### src/rtl/if_id_pkg.sv
// rtl/if_id_pkg.sv - shared defaults for the IF/ID pipeline stage
// Purpose : default widths and the bubble (NOP) instruction value.
// Ports   : none (package).
// Config  : IF_ID_SKID_EN selects the two-entry skid variant of the stage.
package if_id_pkg;

   localparam int          DEF_INSTR_W = 32;
   localparam int          DEF_PC_W    = 32;
   localparam int          DEF_CNT_W   = 16;
   localparam logic [31:0] DEF_NOP     = 32'h0000_0000;

endpackage

### src/rtl/if_id_skid_buf.sv
// rtl/if_id_skid_buf.sv - two-entry skid buffer (main + skid) for the IF/ID stage
// Purpose : holds up to two entries so the upstream ready comes from a register.
// Ports   : clk, rst (sync, active-high), i_flush,
//           i_valid/o_ready/i_data (upstream), o_valid/i_ready/o_data (downstream).
// Config  : instantiated only when IF_ID_SKID_EN is defined.
module if_id_skid_buf
   import if_id_pkg::*;
#(
   parameter int W = 64
) (
   input  logic         clk,
   input  logic         rst,
   input  logic         i_flush,
   input  logic         i_valid,
   output logic         o_ready,
   input  logic [W-1:0] i_data,
   output logic         o_valid,
   input  logic         i_ready,
   output logic [W-1:0] o_data
);

   logic         r_m_valid;
   logic [W-1:0] r_m_data;
   logic         r_s_valid;
   logic [W-1:0] r_s_data;
   logic         w_in_xfer;

   // Ready depends only on the skid register, never on i_ready.
   assign o_ready   = !rst && !r_s_valid;
   assign w_in_xfer = i_valid && o_ready;
   assign o_valid   = r_m_valid;
   assign o_data    = r_m_data;

   always_ff @(posedge clk) begin
      if (rst) begin
         r_m_valid <= 1'b0;
         r_m_data  <= '0;
         r_s_valid <= 1'b0;
         r_s_data  <= '0;
      end else if (i_flush) begin
         r_m_valid <= 1'b0;
         r_s_valid <= 1'b0;
      end else if (r_m_valid && !i_ready) begin
         // Main is blocked: a newly accepted entry parks in the skid.
         if (w_in_xfer) begin
            r_s_valid <= 1'b1;
            r_s_data  <= i_data;
         end
      end else if (r_s_valid) begin
         // Main drains: the older skid entry goes first to keep order.
         // No input can be accepted here because o_ready was low.
         r_m_valid <= 1'b1;
         r_m_data  <= r_s_data;
         r_s_valid <= 1'b0;
      end else if (w_in_xfer) begin
         r_m_valid <= 1'b1;
         r_m_data  <= i_data;
      end else begin
         r_m_valid <= 1'b0;
      end
   end

endmodule

### src/rtl/if_id_pipe_stage.sv
// rtl/if_id_pipe_stage.sv - IF/ID pipeline latch with valid/ready, flush and stall counter
// Purpose : carries instruction + PC+4 from fetch to decode, inserts bubbles on flush.
// Ports   : clk, rst (sync, active-high), flush,
//           in_valid/in_ready/instr_in/pc4_in (from fetch),
//           out_valid/out_ready/instr_out/pc4_out (to decode),
//           stall_cnt (saturating count of out_valid && !out_ready edges).
// Config  : IF_ID_SKID_EN adds a skid entry (registered in_ready, capacity 2);
//           undefined gives a single stage with in_ready combinational on out_ready.
module if_id_pipe_stage
   import if_id_pkg::*;
#(
   parameter int          INSTR_W   = DEF_INSTR_W,
   parameter int          PC_W      = DEF_PC_W,
   parameter int          CNT_W     = DEF_CNT_W,
   parameter logic [31:0] NOP_VALUE = DEF_NOP
) (
   input  logic               clk,
   input  logic               rst,
   input  logic               flush,
   input  logic               in_valid,
   output logic               in_ready,
   input  logic [INSTR_W-1:0] instr_in,
   input  logic [PC_W-1:0]    pc4_in,
   output logic               out_valid,
   input  logic               out_ready,
   output logic [INSTR_W-1:0] instr_out,
   output logic [PC_W-1:0]    pc4_out,
   output logic [CNT_W-1:0]   stall_cnt
);

   localparam int W = INSTR_W + PC_W;

   logic               w_valid;
   logic [W-1:0]       w_data;
   logic [INSTR_W-1:0] w_nop;
   logic [CNT_W-1:0]   r_stall_cnt;

   assign w_nop = INSTR_W'(NOP_VALUE);

`ifdef IF_ID_SKID_EN
   if_id_skid_buf #(
      .W (W)
   ) u_skid (
      .clk     (clk),
      .rst     (rst),
      .i_flush (flush),
      .i_valid (in_valid),
      .o_ready (in_ready),
      .i_data  ({instr_in, pc4_in}),
      .o_valid (w_valid),
      .i_ready (out_ready),
      .o_data  (w_data)
   );
`else
   logic         r_valid;
   logic [W-1:0] r_data;

   assign in_ready = !rst && (!r_valid || out_ready);

   always_ff @(posedge clk) begin
      if (rst) begin
         r_valid <= 1'b0;
         r_data  <= '0;
      end else if (flush) begin
         r_valid <= 1'b0;
      end else if (in_valid && in_ready) begin
         // Covers the full + consumed case: new entry replaces old, no bubble.
         r_valid <= 1'b1;
         r_data  <= {instr_in, pc4_in};
      end else if (out_ready) begin
         r_valid <= 1'b0;
      end
   end

   assign w_valid = r_valid;
   assign w_data  = r_data;
`endif

   // Bubble values are forced at the output so stale payload never leaks.
   assign out_valid = w_valid;
   assign instr_out = w_valid ? w_data[W-1:PC_W] : w_nop;
   assign pc4_out   = w_valid ? w_data[PC_W-1:0] : '0;

   // Flush deliberately does not touch the counter.
   always_ff @(posedge clk) begin
      if (rst) begin
         r_stall_cnt <= '0;
      end else if (w_valid && !out_ready && (r_stall_cnt != '1)) begin
         r_stall_cnt <= r_stall_cnt + CNT_W'(1);
      end
   end

   assign stall_cnt = r_stall_cnt;

endmodule

### config.mk
export PLATFORM = sky130hd
export DESIGN_NAME = if_id_pipe_stage
export DESIGN_NICKNAME = d
export VERILOG_FILES = /design/src/rtl/if_id_pkg.sv /design/src/rtl/if_id_skid_buf.sv /design/src/rtl/if_id_pipe_stage.sv
export SDC_FILE = /design/constraint.sdc
export NUM_CORES = 1
export LEC_CHECK = 0
export ABC_AREA = 1
export BUFFER_PORTS_ARGS = -buffer_cell sky130_fd_sc_hd__buf_2
export CAP_MARGIN = 20
export CORE_ASPECT_RATIO = 0.6
export CORE_MARGIN = 10
export CORE_UTILIZATION = 30
export DETAILED_ROUTE_END_ITERATION = 10
export PLACE_DENSITY = 0.64
export SYNTH_ARGS = -nofsm -noshare
export SYNTH_HDL_FRONTEND = slang
export SYNTH_SLANG_ARGS = --single-unit
### constraint.sdc
create_clock -name clk -period 4.15 [get_ports clk]
set_input_delay 0.6225 -clock clk [delete_from_list [all_inputs] [get_ports clk]]
set_output_delay 0.6225 -clock clk [all_outputs]
set_load 0.005 [all_outputs]
==> results.toml <==
[cts]
clk_path_buf_depth = 2
cts.sinks = 81
post_cts_buffers = 0
clk_latency_ns = 0.33
cts_tree = "built"
cts_hold_buf = 0
cts.repair.resized = 0
root_buffer = "clkbuf_16"
cts-htree-levels = 3
cts_buffers = 9
clk_pin_slew_worst_paths_ns = 0.06

[floorplanning]
core_area_mm2 = 0.0121
io_pins = 151
initial_core_util_pct = 30.9
dieArea_mm2 = 0.0175
rows = 31
die_y_um = 107
die_w_um = 164

[timing]
fin_crit_sh_pct = 53.2
setup_viol = 0
final.min_clock_period_ns = 2.21
skew_ns = 0.00806
hold_viol_final = 0
final.setup.tns_ns = 0
slew_headroom_pct = 53.4
tightest_slew_ns = 0.698
rsz0062_at_grt = "false"
drv_slew = 0
timing.fmax_mhz = 453

[synth]
synth_top_cell_by_area = "dfxtp_1"
synth_compound_area_share_pct = 18.7
netlist_instances = 564
synth_xor_xnor_area_share_pct = 0
synth.most_common_cell = "inv_1"
ys_top_cells_by_area = "dfxtp_1 (43%), inv_1 (14%), a21oi_1 (10%)"
ys_types = 22
syn_area_mm2 = 0.00375
muxShareOfSynthArea_pct = 0
yosysWarningCount = 0
syn_nets = 634
ys_top_cells_by_count = "inv_1 (137), nand2_1 (98), dfxtp_1 (81)"
synth-simple-area-share_pct = 19.7
synth_adder_area_share_pct = 0.333
yosysSeqAreaShare_pct = 43.2
yosys.area.top_type_share_pct = 43.2
synth_edf_count = 0
syn_avg_cell_area_um2 = 6.66
synthFlopType = "dfxtp_1"
ys_ff_latch = 81
async_flop_share_pct = 0
synth_top_family_by_area = "simple AND/OR/NAND/NOR gates"

[global_routing]
grt_pass1_wl_um = 16900
grt_max_degree = 83
grt-ovfl-total = 0
antenna_found_initial = 0
track_usage_pct = 11.6
grt_pass1_vias = 3327

[min_path]
hold_start = "r_data[19]"
hold_class = "flip-flop to flip-flop"
hold_depth = 2
holdPathEnd = "r_data[19]"

[cells_and_area]
fin_cells = 867
syn2layout_area_growth_pct = 29.9
nets = 767
drive_gt1_share_pct = 25.5
num_antenna_cells = 0
fin_area_mm2 = 0.00487

[worst_setup_path]
crit_chain = "buf_2 > inv_1 > nand2_1 > inv_1 > nor2_1 > buf_2"
cp-start-kind = "primary input"
cp_top_family = "buffers and inverters"
reg2reg_from = "out_valid"
endpoint_kind = "output pin"
r2r_end = "r_data[22]"
crit_type = "primary input to output pin"
r2r_setup_slack_ns = 2.24
cp_slowest_stage_delay_ns = 0.32
crit_buf_inv = 4
crit_arrival_ns = 1.58
crit_fanout = 12
critPathRequiredTime_ns = 3.53
r2r_cells = 5
critPathSlowestCell = "nand2_1"

[route]
totalWireLength_um = 10500
drt_iter0_drc = 258
wl_per_cell_um = 12.1
ant_nets = 0
vias = 3604
vias_per_cell = 4.16
drcViolationCount = 0
dr.pass1.iters = 4

[placed_design]
postPlaceCellArea_mm2 = 0.00461
hpwl_um = 7740
placed_cells = 851
portBuffers = 150
globalplace.congestion = 0.821

[power]
p_per_area_mw_per_mm2 = 343
p_leak_uw = 0.00267
ir_worst_vdd_mv = 0.170

[run]
cap_violations = 0

[status]
status = "finished, final reports clean"
[worst min-delay path, stage by stage, from the launching register on]
cell     delay [ns]
dfxtp_1        0.30
inv_1          0.05
a21oi_1        0.05
[state kept, by name (all words and copies together), names as in the netlist]
name / cells
r_data: 64
out_valid: 1
stall_cnt: 16
[layout make-up]
| class | count | area, um2 |
|---|---|---|
| well taps | 165 | 206 |
| fillers | 1334 | 7270 |
| repair buffers | 154 | 793 |
| clock inverters | 4 | 30.0 |
| clock buffers | 12 | 236 |
| flip-flops and latches | 81 | 1620 |
| multi-input cells | 313 | 1470 |
| inverters | 138 | 518 |
[per-stage QoR]
stage	util, %	hold WS [ns]	total power, uW	setup WS, ns
2_1_floorplan	-	0.423	921	2.50
5_1_grt	40.2	0.459	1760	1.79
3_3_place_gp	38.0	0.433	978	1.86
3_5_place_dp	38.0	0.435	979	1.83
6_report	40.2	0.442	1670	1.94
4_1_cts	40.2	0.444	1710	1.92
[kinds of logic after synthesis]
logic type | count (synthesis)
and+or+nand+nor | 172
adders and majority gates | 1
AOI/OAI and AO/OA | 140
buffers and inverters | 170
DFF | 81
[placed cells by master, fill, tap and decap left out, types with 3 or more instances in the layout]
master,n
inv_1,136
o21ai_0,64
buf_2,150
clkbuf_1,3
nor2_1,42
a21oi_1,75
nor3_1,3
clkbuf_16,9
dfxtp_1,80
buf_4,3
nor2_4,3
nand3_1,17
nand2_1,98
[metal layers]
metal / vias to the layer above / GRT usage, % / part of all wire [%]
li1: 1972 / - / -
met1: 1516 / 16.2 / 52
met2: 107 / 15.7 / 37
met3: 9 / 5.46 / 10
met4: 0 / 2.46 / 0.65
met5: - / 0 / 0
[power breakdown]
group          switching [uW]  internal [uW]  total (uW)
Sequential               16.2            811         828
Clock                     307            407         713
Combinational            75.0           57.7         133
Total                     398           1280        1670
[worst max-delay path by stage]
stage	from	endpoint	slack [ns]	cells after the start
floorplan	out_valid	instr_out[12]	2.50	4
global placement	out_ready	r_data[10]	1.86	7
detailed placement	out_ready	r_data[28]	1.83	7
CTS	out_valid	pc4_out[30]	1.92	4
global route	out_ready	in_ready	1.79	6
finish	out_ready	in_ready	1.94	6
Power figures use the tool's default switching activity.
